### config.mk
export PLATFORM = sky130hd
export DESIGN_NAME = fpu_cmd_issuer
export DESIGN_NICKNAME = d
export VERILOG_FILES = /design/src/rtl/fpu_cmd_issuer.sv
export SDC_FILE = /design/constraint.sdc
export NUM_CORES = 1
export LEC_CHECK = 0
export CORE_ASPECT_RATIO = 0.7
export CORE_MARGIN = 10
export CORE_UTILIZATION = 50
export CTS_BUF_LIST = sky130_fd_sc_hd__clkbuf_4 sky130_fd_sc_hd__clkbuf_8
export CTS_CLUSTER_DIAMETER = 40
export DETAILED_ROUTE_END_ITERATION = 16
export GPL_ROUTABILITY_DRIVEN = 0
export PLACE_DENSITY = 0.86
export SLEW_MARGIN = 30
export SYNTH_ARGS = -nofsm -noshare
export SYNTH_HDL_FRONTEND = slang
export SYNTH_SLANG_ARGS = --single-unit
### constraint.sdc
create_clock -name clk -period 3.21 [get_ports clk]
set_clock_uncertainty 0.1 [all_clocks]
set_input_delay 0.642 -clock clk [delete_from_list [all_inputs] [get_ports clk]]
set_output_delay 0.642 -clock clk [all_outputs]
set_load 0.005 [all_outputs]
### src/rtl/fpu_cmd_issuer.sv
// Command front-end for the FPU: queues operation requests, issues one at a time with
// operands held for the FPU latency, and returns the captured result on a valid/ready channel.
//
// state | meaning
// IDLE  | no op in flight; pops the FIFO head when one is available
// WAIT  | operands on the FPU, counting down its fixed latency
// RESP  | response held on rsp_* until the consumer accepts it
module fpu_cmd_issuer #(
    parameter int DEPTH   = 4,
    parameter int FPU_LAT = 2
) (
    input  logic                       clk,
    input  logic                       rst_n,
    input  logic                       cmd_valid,
    output logic                       cmd_ready,
    input  logic [31:0]                cmd_a,
    input  logic [31:0]                cmd_b,
    input  logic [2:0]                 cmd_opc,
    output logic [31:0]                fpu_a,
    output logic [31:0]                fpu_b,
    output logic [2:0]                 fpu_opc,
    input  logic [31:0]                fpu_out,
    input  logic                       fpu_aeb,
    input  logic                       fpu_alb,
    input  logic                       fpu_agb,
    output logic                       rsp_valid,
    input  logic                       rsp_ready,
    output logic [31:0]                rsp_data,
    output logic [2:0]                 rsp_flags,
    output logic                       rsp_err,
    output logic                       busy,
    output logic [$clog2(DEPTH):0]     level
);

    localparam int AW = $clog2(DEPTH);
    localparam int LW = AW + 1;
    localparam int CW = $clog2(FPU_LAT + 1);

    typedef enum logic [1:0] {ST_IDLE, ST_WAIT, ST_RESP} state_t;

    state_t          state, state_nxt;
    logic [66:0]     mem [DEPTH];
    logic [AW-1:0]   wr_ptr, rd_ptr;
    logic [CW-1:0]   cnt;
    logic [66:0]     head;
    logic            push, pop, illegal;

    assign cmd_ready = (level < LW'(DEPTH));
    assign push      = cmd_valid && cmd_ready;
    assign head      = mem[rd_ptr];
    // Opcodes 6 and 7 have no FPU meaning; they are answered with an error response.
    assign illegal   = head[2] & head[1];

    always_ff @(posedge clk) begin
        if (!rst_n) state <= ST_IDLE;
        else        state <= state_nxt;
    end

    always_comb begin
        state_nxt = state;
        pop       = 1'b0;
        case (state)
            ST_IDLE: if (level != '0) begin
                pop       = 1'b1;
                state_nxt = illegal ? ST_RESP : ST_WAIT;
            end
            ST_WAIT: if (cnt == CW'(1)) state_nxt = ST_RESP;
            ST_RESP: if (rsp_ready) state_nxt = ST_IDLE;
            default: state_nxt = ST_IDLE;
        endcase
    end

    always_comb begin
        rsp_valid = (state == ST_RESP);
        busy      = (state != ST_IDLE) || (level != '0);
    end

    always_ff @(posedge clk) begin
        if (push) mem[wr_ptr] <= {cmd_a, cmd_b, cmd_opc};
    end

    always_ff @(posedge clk) begin
        if (!rst_n) begin
            wr_ptr    <= '0;
            rd_ptr    <= '0;
            level     <= '0;
            cnt       <= '0;
            fpu_a     <= '0;
            fpu_b     <= '0;
            fpu_opc   <= '0;
            rsp_data  <= '0;
            rsp_flags <= '0;
            rsp_err   <= 1'b0;
        end else begin
            if (push) wr_ptr <= wr_ptr + AW'(1);
            if (pop)  rd_ptr <= rd_ptr + AW'(1);
            case ({push, pop})
                2'b10:   level <= level + LW'(1);
                2'b01:   level <= level - LW'(1);
                default: level <= level;
            endcase
            if (pop && !illegal) begin
                fpu_a   <= head[66:35];
                fpu_b   <= head[34:3];
                fpu_opc <= head[2:0];
                cnt     <= CW'(FPU_LAT);
            end else if (pop) begin
                rsp_data  <= '0;
                rsp_flags <= '0;
                rsp_err   <= 1'b1;
            end
            if (state == ST_WAIT) begin
                cnt <= cnt - CW'(1);
                if (cnt == CW'(1)) begin
                    rsp_data  <= fpu_out;
                    rsp_flags <= {fpu_aeb, fpu_alb, fpu_agb};
                    rsp_err   <= 1'b0;
                end
            end
        end
    end

endmodule

# After elaboration in Yosys (flattened, before gate mapping)

Memory sizes are Yosys's and may differ from the RTL's. A register that Yosys moved wholly into a read port is not among the register bits.
Cells that the tools add are included.

Register bits after elaboration: 114
Bits in latches: 0
Bits in writable memories: 268
Bits in read-only memories: 0
Output and inout port bits: 109
Logic and storage cells: 63
Memories: 1

Add/subtract/negate cells: 5
Multipliers: 0
Div/mod/pow operators: 0
Magnitude comparators: 1
Equal/unequal tests: 8
Shift operators: 0
Multiplexer cells: 26
Bitwise gates (word level): 1
Reduce and logical (&&, ||, !) cells: 10

Memory list:

| memory | depth | width | read ports | clocked after memory_dff | write ports | RTL line | RTL |
|---|---|---|---|---|---|---|---|
| mem    | 4     | 67    | 1          | 1                        | 1           | 42       | `logic [66:0] mem [DEPTH];` |

Operators by type and width:

| cell                  | count |
|---|---|
| $mux W32              | 4 |
| $mux W2               | 8 |
| $mux W3               | 4 |
| $mux W1               | 8 |
| $eq A2 B1 Y1 const B  | 3 |
| $pmux W2 S3           | 1 |
| $pmux W3 S2           | 1 |
| $reduce_bool A2 Y1    | 3 |
| $add A2 B1 Y2 const B | 2 |
| $eq A2 B2 Y1 const B  | 2 |
| $ne A2 B2 Y1 const B  | 2 |
| $add A3 B1 Y3 const B | 1 |
| $lt A3 B3 Y1 const B  | 1 |
| $reduce_and A3 Y1     | 1 |
| $reduce_bool A3 Y1    | 1 |
| $sub A3 B1 Y3 const B | 1 |
| $logic_and A1 B1 Y1   | 2 |
| $logic_not A2 Y1      | 1 |
| $ne A2 B1 Y1 const B  | 1 |
| $sub A2 B1 Y2 const B | 1 |
| $and A1 B1 Y1         | 1 |
| $logic_not A1 Y1      | 1 |
| $logic_or A1 B1 Y1    | 1 |

# Logic depth before layout (Yosys ltp)

Gate-level depths: netlist of the first run.

Word-level depth: 7
Mapped depth: 9

# Least setup slack after synthesis of the first run

No wires, ideal clock.

Path type: input port to flip-flop
Start: input cmd_valid
End: memory mem[1][0], enable pin
Library setup time: 432 ps
Arrival time: 2591 ps
Required time: 2678 ps
Path slack: 86 ps
Cell stages on the path: 3
Buffers on the path: 1
Cells stage by stage: nor2b_1 -> clkbuf_1 -> and2_1

Cells in the longest elaborated chain, start to end: 3

Ends and longest elaborated chain:

| item                          | RTL line | RTL |
|---|---|---|
| start: declaration            | 14       | `input logic cmd_valid,` |
| $logic_and A1 B1 Y1           | 49       | `assign push = cmd_valid && cmd_ready;` |
| $mux W1                       | 79       | `if (push) mem[wr_ptr] <= {cmd_a, cmd_b, cmd_opc};` |
| $mux W1 (not written as such) | 79       |  |
| end: declaration              | 42       |  |

No other way between the ends.

# Worst setup path after layout of the first run

Start: register level[2]
End: output busy

Cells in the longest elaborated chain, start to end: 2

Ends and longest elaborated chain:

| item                     | RTL line | RTL |
|---|---|---|
| start: declaration       | 32       | `output logic [$clog2(DEPTH):0] level` |
| start signal: assignment | 98       | `2'b10: level <= level + LW'(1);` |
| start signal: assignment | 99       | `2'b01: level <= level - LW'(1);` |
| start signal: assignment | 100      | `default: level <= level;` |
| $reduce_bool A3 Y1       | 75       | `busy = (state != ST_IDLE) \|\| (level != '0);` |
| $logic_or A1 B1 Y1       | 75       |  |
| end: declaration         | 31       | `output logic busy,` |

No other way between the ends.

==> impl_summary.md, run 1 <==
Run status
The run finished with clean final reports.

Clocking
The number of clock sinks is 384. The number of hold buffers added after CTS was 0. Clock-pin slew was measured on the worst setup and hold paths at 60 ps. The clock passes through at most 3 buffers. The later pin in the worst-skew pair is clocked with a latency of 590 ps.

TritonCTS built the clock tree. The number of gates resized after CTS was 0. The deepest level of the CTS H-tree is 2. After clock tree synthesis, the setup repair step added 0 buffers. Counting the buffers created by CTS gives 55. The root cell of the clock tree is sky130_fd_sc_hd__clkbuf_8.

Detailed routing
In the detailed route, the total length drawn on met3 is 2845 um. Before antenna repair, the detailed router went through 4 iterations. After detailed routing, the number of vias per cell comes to 5.345. The total via count in the routed design is 7803. The detail route stage leaves a number of antenna-violating nets equal to 0.

The wire length reported by the detailed router is 30940 um. The DRC violation total after the first TritonRoute iteration is 561. The met1 layer wirelength in the final routing is 13080 um. The total length of routed met2 wires is 14500 um.

The highest signal layer in the routed design is met5. After detailed routing, the number of remaining DRC violations is 0. Dividing the detail-routed wire length by the instance count gives 21.19 um.

Power and ir drop
The net switching share of the total power is 27.45%. The internal portion of the total power is 10.38 mW. Summed over all nets, the switching power comes to 3.928 mW. The share of total power dissipated in the clock network is 27.1%.

Summed over all cells, the static leakage comes to 6.301 nW. The sequential cell fraction of total power is 46.0%. The cell area power density is 798.5 nW/um2. Across the VDD grid, the largest voltage drop is 0.4927 mV. The share of total power in combinational logic is 26.8%.

Synthesis
The biggest area contributor in the post-synthesis netlist is sky130_fd_sc_hd__edfxtp_1. The post-synthesis average cell area is 17.52 um2. The count of distinct cell types in the synthesized netlist is 33. The yosys synthesis warning count is 0. In the post-synthesis netlist, the biggest area contributors are sky130_fd_sc_hd__edfxtp_1 (57%), sky130_fd_sc_hd__dfxtp_1 (17%), sky130_fd_sc_hd__mux4_2 (11%). The share of the synthesized area in the top cell type is 57.26%. The synthesized instance count is 802. The net count after synthesis is 915. The number of register bits inferred by synthesis is 384. The total standard cell area after synthesis is 14050 um2. Sequential cells were found to cover 73.79% of the synthesized design area.

Timing
The total of endpoints with negative setup slack in the final report is 0. The smallest clock period supported by the final layout is computed as 2683 ps. After routing, the total negative slack on setup checks comes to 0 ps. The actual slew at the worst max-slew pin is 769.2 ps. The remaining max-slew budget at the tightest pin is 48.60%. Setup repair after global routing left no endpoint under its margin. The timing-limited maximum frequency is 372.7 MHz. The final max-slew violation count is 0. The post-route clock period utilization is 83.58%. The final count of hold timing violations came to 0.

Cells and area
The final non-filler cell total is 1460. The layout-stage area growth over the synthesis result is 27.51%. The final layout net count is 1156. The share of cells above drive strength 1 is 16.93%.

Floorplanning
The height of the die is 160.3 um. Once the floorplan was initialized, standard cells occupied 50.63% of the core. The row count is 51. The number of top-level pins is 215. The width of the die is 220.4 um.

The overall die area is 35320 um2. The core region is 27760 um2.

Worst setup path
The worst register-to-register path ends at level[2]. The cell family contributing the most delay on the critical path is buffers and inverters. The combined buffer and inverter count along the critical path is 2. In this run the number of cells on the critical path is 4.

The biggest cell delay along the critical path is 490 ps. The most critical setup path has its endpoint at busy. On the critical path, the stage with the largest delay is an instance of sky130_fd_sc_hd__clkdlybuf4s50_1. Data arrives at the worst endpoint at 1940 ps. The largest fanout on the critical path is 10.

STA classifies the critical path endpoint as a primary output. The worst setup path is launched from a flop. The signal on the critical path passes through nor3_1 -> buf_4 -> nand2_1 -> clkdlybuf4s50_1. Tracing the worst setup path back leads to its startpoint at level[2]. The slack of the worst reg-to-reg path is 860 ps. The classification of the worst setup path is reg -> out.

At the worst endpoint, the required time is 2470 ps. Counting cells, the worst reg-to-reg path comes to 10. The startpoint identified for the worst register-to-register timing path is level[2].

Global route
The residual overflow from global routing is 0. The largest net degree at the start of global routing is 135. The first global-routing pass estimated 47530 um of wire. The via count of the first global-routing pass came to 8432. Global routing used 17.21% of the available tracks. The initial antenna violation count is 3.

Placement
Counting tap cells, the placed design contains a total of 1357 instances. During placement, the flow inserted port buffers numbering 214. The HPWL after detailed placement is 19970 um.

Hold path
The worst hold path startpoint is fpu_b[8]. The worst hold path class is reg -> reg.

Run
Max-cap violations in this run came to 0.
## stage by stage
stage,power (mW),util [%],hold slack [ps],setup WS [ps],area [um2]
floorplan,8.753,-,342.1,86.38,14050
finish,14.31,64.56,358.4,527.1,17920
CTS,14.52,64.54,360.1,457.2,17910
global route,15.05,64.54,378.8,411.4,17910
detailed placement,10.60,60.46,350.6,428.5,16780
global placement,10.47,60.44,343.0,443.2,16780
## cell families (layout without fill, tap and decap cells)
kind of cell	Yosys count	after routing	synth area share, %
AND/OR/NAND/NOR	160	160	4.665
other	0	2	0
multiplexers	133	133	15.44
XOR/XNOR	3	3	0.1870
adder cells (fa/ha/maj)	7	7	0.6766
buffers and inverters	62	347	1.923
flip-flops	384	384	73.79
AO/OA/AOI/OAI	53	53	3.321
## worst register-to-register path: cells and delay by family, from the launching register on
family                   cells  cell delay (ps)
AO/OA/AOI/OAI                1              150
AND/OR/NAND/NOR              3              580
XOR/XNOR                     1              160
flip-flops                   1              450
buffers and inverters        3              310
adder cells (fa/ha/maj)      2              540
## layout by cell type, fill, tap and decap left out, drive strengths merged, types with 6 or more instances in the layout
cell type / Yosys / layout
mux4: 67 / 67
mux2i: 66 / 66
buf: 15 / 21
a32o: 35 / 35
a21oi: 7 / 7
nand2: 131 / 131
clkinv: 0 / 22
ha: 6 / 6
clkbuf: 35 / 75
dfxtp: 116 / 116
nor2: 7 / 7
inv: 12 / 13
clkdlybuf4s50: 0 / 213
edfxtp: 268 / 268
## routing by layer
layer / vias up / track usage, %
met3: 48 / 5.625
met2: 273 / 27.75
met4: 2 / 4.595
li1: 3572 / -
met1: 3908 / 21.91
met5: - / 0
## flip-flops by register name, summed over array words and instances (netlist names), named ones only
name,flops
mem,268
fpu_a,32
fpu_b,32
rsp_data,32
fpu_opc,3
level,3
rsp_flags,3
cnt,2
rd_ptr,2
state,2
wr_ptr,2
rsp_err,1
## worst min path at each step
stage | to | slack [ps] | cells past startpoint
CTS | fpu_b[8] | 360 | 2
global placement | rsp_err | 340 | 2
global route | fpu_a[24] | 380 | 2
detailed placement | fpu_a[28] | 350 | 2
finish | fpu_b[8] | 360 | 2
floorplan | cnt[1] | 340 | 2
## layout make-up
class / count / area [um2]
Sequential cell: 384 / 10380
Multi-Input combinational cell: 356 / 3443
Clock inverter: 26 / 168.9
Inverter: 12 / 45.04
Fill cell: 1915 / 9838
Clock buffer: 75 / 963.4
Tap cell: 371 / 464.2
Timing Repair Buffer: 234 / 2452
Antenna cell: 2 / 5.005
## synthesized netlist by cell type (all sizes together)
master / instances
a211o: 1
a21boi: 1
a21o: 1
a21oi: 7
a31oi: 2
a32o: 35
and2: 4
and3: 1
buf: 15
clkbuf: 35
dfxtp: 116
edfxtp: 268
fa: 1
ha: 6
inv: 12
mux2i: 66
mux4: 67
nand2: 131
nand2b: 4
nand3b: 1
nand4b: 1
nor2: 7
nor2b: 3
nor3: 4
o21ai: 3
o221a: 2
o31ai: 1
or2: 1
or3: 2
or4: 1
xnor2: 1
xor2: 2
## power by group through the flow
stage               clock network, mW  registers, mW  logic, mW
finish                           3.88           6.59       3.84
floorplan                           0           6.63       2.13
detailed placement                  0           6.69       3.90
global placement                    0           6.64       3.83
CTS                              3.99           6.60       3.93
global route                     4.20           6.68       4.16
No activity file was read; power rests on OpenSTA's default activity.
==> inputs of run 2 (changes only) <==
==> constraint.sdc (replaced) <==
create_clock -name clk -period 2.2 [get_ports clk]
set_clock_uncertainty 0.1 [all_clocks]
set_input_delay 0.44 -clock clk [delete_from_list [all_inputs] [get_ports clk]]
set_output_delay 0.44 -clock clk [all_outputs]
set_load 0.005 [all_outputs]
==> impl_summary.md, run 2 (synthesized netlist as in run 1, its figures left out) <==
Global route
The via count of the first global-routing pass was 8370 (-0.74%). The total global routing track utilization is 17.10% (-0.11 points). The largest net degree at the start of global routing is 99 (-27%).

The wire length of the first global-routing pass is 47370 um (-0.33%). The initial antenna violation count is 4 (+1). The residual overflow from global routing is 0 (unchanged).

Cells and area
The final core utilization was 65.51% (+0.96 points). The area taken by flip-flops and latches was 10380 um2 (about the same). The share of cells above drive strength 1 is 20.14% (+3.2 points).

More flip-flops sit in one register than any other, and that register is mem. The total non-filler cell area in the finished layout is 18180 um2 (+1.5%). The top cell types in the final layout, fill and taps aside, are sky130_fd_sc_hd__edfxtp_1 (268), sky130_fd_sc_hd__clkdlybuf4s50_1 (209), sky130_fd_sc_hd__nand2_1 (131), sky130_fd_sc_hd__dfxtp_1 (110), sky130_fd_sc_hd__mux4_2 (67).

The final non-filler cell total is 1480 (+1.4%). The total area of multi-input combinational cells is 3456 um2 (+0.36%). The fill cell instance count of the final layout is 1901 (-0.73%).

The number of flip-flops under the largest register name is 268 (unchanged). Leaving out fill and tap cells, the most frequent cell in the layout is sky130_fd_sc_hd__edfxtp_1. The final layout net count is 1172 (+1.4%). Relative to the synthesized area, the layout overhead comes to 29.40%.

Clocking
The number of buffers between clock root and the deepest sink is 3 (unchanged). The insertion delay of the later-clocked pin in the worst-skew pair is 600 ps (about the same). The number of clock sinks is 384 (unchanged).

In this run the clock root is driven by a sky130_fd_sc_hd__clkbuf_8. The TritonCTS clock tree is built. The deepest level of the CTS H-tree came to 2 (unchanged). The CTS buffer count is 56 (+1.8%). The clock-pin slew of the registers on the worst-case setup and hold paths is 70 ps (about the same).

Timing
The remaining max-slew budget at the tightest pin is 54.16% (+5.6 points). The final setup slack of the worst path was 101.6 ps (-425.5 ps). The final max-slew violation count was 0 (unchanged). The timing-limited maximum frequency is 476.6 MHz. The final count of hold timing violations is 0 (unchanged). The total of endpoints with negative setup slack in the final report is 0 (unchanged).

The sum of negative setup slack is 0 ps (unchanged). The post-route clock period utilization is 95.38%. The post-route minimum period is 2098 ps. The actual slew at the worst max-slew pin is 687.6 ps (-81.67 ps). The worst hold slack across all endpoints came to 146.5 ps (-211.9 ps).

Worst setup path
The arrival time reported for the critical path endpoint is 1560 ps (-380 ps). The largest fanout on the critical path is 3 (-7). The setup path with the least slack is of type reg -> out. The slack of the worst reg-to-reg path is 130 ps (-730 ps).

The startpoint identified for the worst register-to-register timing path is state[1]. The critical path goes through buf_4 -> clkdlybuf4s50_1. The worst setup path is captured at a primary output. The depth of the most critical reg-to-reg path is 9 (-1). The worst path required time is 1660 ps (-810 ps). The worst setup path is launched from a flop.

The worst register-to-register path ends at level[2]. The biggest cell delay along the critical path is 520 ps (+30 ps). The worst-path cell with the longest stage delay is sky130_fd_sc_hd__clkdlybuf4s50_1.

Power and ir drop
The cell area power density is 1181 nW/um2 (+48%). The net switching share of the total power is 27.30% (-0.15 points). The share of total power in combinational logic is 26.8% (about the same).

The portion of total power attributed to the clock network is 28.7% (+1.6 points). The internal power consumption is 15.62 mW (+50%). The largest vdd supply drop came to 0.6716 mV (+36%).

The power after layout was 21.48 mW (+50%). The sequential cell fraction of total power is 44.5% (-1.5 points). The leakage power summed over all cells is 6.463 nW (+2.6%).

The power spent charging and discharging nets is 5.865 mW (+49%).

Floorplanning
The number of top-level pins came to 215 (unchanged). The height of the die is 160.3 um (unchanged). The overall die area is 35320 um2 (unchanged). The width of the die was 220.4 um (unchanged). The core area was 27760 um2 (unchanged). The starting density of the core is 50.63% (unchanged). The row count is 51 (unchanged).

Detailed routing
The via density per instance came to 5.351 (+0.12%). The number of DRC violations after detailed routing is 0 (unchanged). The wire length reported by the detailed router is 30740 um (-0.64%). The post-detailed-route count of antenna-violating nets is 0 (unchanged). The total via count in the routed design is 7919 (+1.5%). The DRC violation total after the first TritonRoute iteration is 576 (+2.7%). The average wire length per cell after detail routing is 20.77 um (-2.0%).

The number of detailed-route iterations in the first pass is 5 (+1).

Run
The max-cap violation count is 0 (unchanged).

Hold path
The endpoint of the worst hold path is level[0]. The worst hold path class is in -> reg. In this run the most critical hold path is launched from rst_n. The worst hold path depth was 3 (+1).

Placement
The area of placed instances is 16900 um2 (+0.67%). The worst setup timing slack at the placement stage is -200.8 ps (-629.3 ps). The placed instance count is 1371 (+1.0%).

The number of I/O port buffers is 214 (unchanged). The HPWL after detailed placement was 20330 um (+1.8%).

Run status
The flow ran to the end, and the final reports show no timing, DRC or antenna violations.
run 2: changes by cell type in the layout (fill, tap and decap cells not counted), sizes merged:
| cell | change |
|---|---|
| clkinvlp | +3 |
| buf | +15 |
| clkinv | -7 |
| dlygate4sd2 | +1 |
| clkdlybuf4s50 | -4 |
| bufinv | +2 |
| clkbuf | +8 |
| dlymetal6s2s | +2 |
run 2: cell type report:
cell class,count,area share (%)
Sequential cell,384,57.09
Multi-Input combinational cell,356,19.00
Timing Repair Buffer,249,14.17
Clock buffer,82,5.587
Tap cell,371,2.553
Clock inverter,24,1.321
Inverter,12,0.2477
Antenna cell,2,0.02752
run 2: worst max-delay path by stage:
stage | start | endpoint | slack (ps)
2_1_floorplan | level[2] | level[2] | 0.6
3_3_place_gp | cmd_valid | level[2] | -180
3_5_place_dp | cmd_valid | level[2] | -200
4_1_cts | level[2] | busy | -5
5_1_grt | level[1] | level[2] | -2
6_report | level[0] | level[0] | 100
run 2: worst max-delay path: cells and delay by family, from the launching register on:
family / cells / cell delay (ps)
flops: 1 / 330
buf+inv: 2 / 640
run 2: routing by layer:
metal	up-vias	global-route usage, %	share of wire (%)	routed length [um]
met2	300	27.15	47	14320
li1	3612	-	-	-
met1	3958	22.09	43	13130
met4	4	4.874	1.7	521
met3	45	5.512	8.9	2737
met5	-	0	0.11	33
run 2: power groups by stage:
stage	Combinational [mW]	Clock [mW]	Sequential [mW]
detailed placement	5.82	0	9.69
finish	5.76	6.17	9.56
global route	6.24	6.64	9.67
global placement	5.73	0	9.62
CTS	5.88	6.31	9.57
floorplan	3.10	0	9.64
run 2: what timing repair did:
action	in CTS	in global routing
resized for setup	7	8
pin swaps	0	1
setup buffers	1	0
setup endpoints to repair	2	5
hold buffers	0	0
==> inputs of run 3 (changes only) <==
--- a/config.mk
+++ b/config.mk
@@ -5,7 +5,7 @@
 export SDC_FILE = /design/constraint.sdc
 export NUM_CORES = 1
 export LEC_CHECK = 0
-export CORE_ASPECT_RATIO = 0.7
+export CORE_ASPECT_RATIO = 1.2
 export CORE_MARGIN = 10
 export CORE_UTILIZATION = 50
 export CTS_BUF_LIST = sky130_fd_sc_hd__clkbuf_4 sky130_fd_sc_hd__clkbuf_8
==> impl_summary.md, run 3 (synthesized netlist as in run 1, its figures left out) <==
Cells and area
The fill cell instance count of the final layout is 1941 (+2.1%). The share of cells above drive strength 1 is 19.55% (-0.60 points). Relative to the synthesized area, the layout overhead comes to 29.18%. mem holds more flip-flops than any other register. The final non-filler cell total is 1487 (+0.47%). The number of flip-flops under the largest register name is 268 (unchanged).

The final layout net count is 1173 (+0.085%). Leaving out fill and tap cells, the most frequent cells in the layout are sky130_fd_sc_hd__edfxtp_1 (268), sky130_fd_sc_hd__clkdlybuf4s50_1 (210), sky130_fd_sc_hd__nand2_1 (131), sky130_fd_sc_hd__dfxtp_1 (110), sky130_fd_sc_hd__mux4_2 (67). The most common cell after layout, fill and taps aside is sky130_fd_sc_hd__edfxtp_1.

Detailed routing
The number of detailed-route iterations in the first pass is 4 (-1). The wire length reported by the detailed router came to 30950 um (+0.68%). The via density per instance came to 5.297 (-1.0%). The met1 layer wirelength in the final routing is 11820 um (-10%).

The highest signal layer in the routed design is met4. The total length of routed met2 wires came to 16640 um (+16%). The average wire length per cell after detail routing is 20.81 um (+0.20%). The length of routed met3 wiring is 1936 um (-29%).

The DRC violation total after the first TritonRoute iteration came to 536 (-6.9%). The number of DRC violations after detailed routing came to 0 (unchanged). The total via count in the routed design is 7876 (-0.54%). The post-detailed-route count of antenna-violating nets is 0 (unchanged).

Timing
The post-route minimum period is 2113 ps (+14.97 ps). The final count of hold timing violations was 0 (unchanged). Setup repair after global routing left no endpoint under its margin. The total of endpoints with negative setup slack in the final report is 0 (unchanged). The remaining max-slew budget at the tightest pin was 48.12% (-6.0 points). The final max-slew violation count came to 0 (unchanged).

The post-route clock period utilization is 96.06% (+0.68 points). The timing-limited maximum frequency was 473.2 MHz (-0.71%). The actual slew at the worst max-slew pin came to 776.4 ps (+88.84 ps). The final setup slack of the worst path is 86.63 ps (-14.97 ps).

Floorplanning
The overall die area was 35240 um2 (-0.22%). The height of the die is 203.7 um (+27%). The core area was 27830 um2 (+0.27%). The number of top-level pins is 215 (unchanged). The width of the die came to 173.0 um (-21%).

The starting density of the core was 50.49% (-0.13 points). The row count is 67 (+31%).

Clocking
TritonCTS built the clock tree. The insertion delay of the later-clocked pin in the worst-skew pair is 590 ps (about the same). The clock-pin slew of the registers on the worst-case setup and hold paths is 60 ps (about the same). The number of buffers between clock root and the deepest sink is 3 (unchanged).

The deepest level of the CTS H-tree is 2 (unchanged). The number of clock sinks is 384 (unchanged). The CTS buffer count is 57 (+1.8%).

The root cell of the clock tree is sky130_fd_sc_hd__clkbuf_8.

Hold path
The worst hold path class is in -> reg. The worst hold path depth came to 4 (+1). The worst hold path begins at rst_n. The path with the worst hold slack has its endpoint at level[0].

Power and ir drop
The leakage power summed over all cells is 6.425 nW (-0.58%). The largest vdd supply drop is 0.9184 mV (+37%). The cell area power density is 1158 nW/um2 (-2.0%).

Global route
The residual overflow from global routing is 0 (unchanged). The total global routing track utilization was 17.37% (+0.27 points). The via count of the first global-routing pass is 8523 (+1.8%). The initial antenna violation count is 2 (-2).

The largest net degree at the start of global routing is 135 (+36%). The wire length of the first global-routing pass is 48310 um (+2.0%).

Placement
The number of I/O port buffers was 214 (unchanged). The placed instance count is 1378 (+0.51%). The worst setup timing slack at the placement stage was -206.5 ps (-5.738 ps). The HPWL after detailed placement is 20020 um (-1.5%).

Run
The max-cap violation count came to 0 (unchanged).

Worst setup path
The kind of capture point of the worst setup path is a primary output. In this run the worst setup path begins at level[2]. The worst setup path is launched from a flop. The worst path required time is 1660 ps (about the same). The endpoint identified for the worst register-to-register timing path is fpu_a[9].

The depth of the most critical reg-to-reg path came to 4 (-5). The largest fanout on the critical path is 5 (+2). The slack of the worst reg-to-reg path was 170 ps (+40 ps).

The arrival time reported for the critical path endpoint is 1570 ps (about the same). By startpoint and endpoint, the worst setup path is classified as reg -> out.

Run status
The flow ran to the end, and the final reports show no timing, DRC or antenna violations.
==> run 3: cell types whose count changed in the layout (fill, tap and decap cells not counted), sizes merged <==
cell	delta
clkdlybuf4s15	+1
clkbuf	+4
bufinv	-4
dlymetal6s2s	-2
dlygate4sd2	+1
inv	-1
diode	+1
clkinvlp	-2
clkdlybuf4s50	+1
==> run 3: area by class of cell <==
class / count / area, um2 / share of cell area (%)
flip-flops and latches: 384 / 10380 / 57.19
multi-input cells: 356 / 3451 / 19.01
repair buffers: 249 / 2663 / 14.67
clock buffers: 87 / 1054 / 5.803
well taps: 379 / 474.2 / 2.612
clock inverters: 17 / 78.83 / 0.4342
inverters: 12 / 45.04 / 0.2481
diodes: 3 / 7.507 / 0.04135
==> run 3: worst max-delay path by stage <==
stage and end:
3_5_place_dp level[2], 6_report level[2], 5_1_grt level[2], 4_1_cts level[2], 3_3_place_gp level[2], 2_1_floorplan level[2]
==> run 3: per-layer routing <==
layer,track usage (%),vias up
met5,0,-
met2,31.05,255
met4,5.705,0
met3,4.569,46
met1,19.99,3963
li1,-,3612
==> run 3: critical path: stages, from the launching register on <==
cell	delay, ps
sky130_fd_sc_hd__dfxtp_1	350
sky130_fd_sc_hd__buf_4	140
sky130_fd_sc_hd__clkdlybuf4s50_1	490
==> run 3: metrics by stage <==
stage / util, % / TNS [ps] / cell area, um2 / hold slack [ps] / power (mW)
6_report: 65.23 / 0 / 18150 / 276.5 / 21.03
5_1_grt: 65.21 / 0 / 18150 / 277.6 / 22.13
4_1_cts: 65.16 / 0 / 18140 / 223.9 / 21.32
3_5_place_dp: 61.05 / -206.5 / 16990 / 351.7 / 15.64
3_3_place_gp: 61.03 / -168.2 / 16990 / 343.0 / 15.43
2_1_floorplan: - / 0 / 14060 / 342.1 / 12.75
==> run 3: power breakdown <==
part	switching (mW)	internal (mW)	total [mW]
clock	2.55	3.04	5.59
combinational	2.65	3.23	5.88
sequential	0.514	9.04	9.56
total	5.72	15.3	21.0
==> run 3: timing repair <==
item	4_1_cts	5_1_grt
gates resized for setup	7	3
setup endpoints to repair	2	2
cloned	0	0
hold buffers	0	0
buffers inserted	1	1
pin swaps	0	1
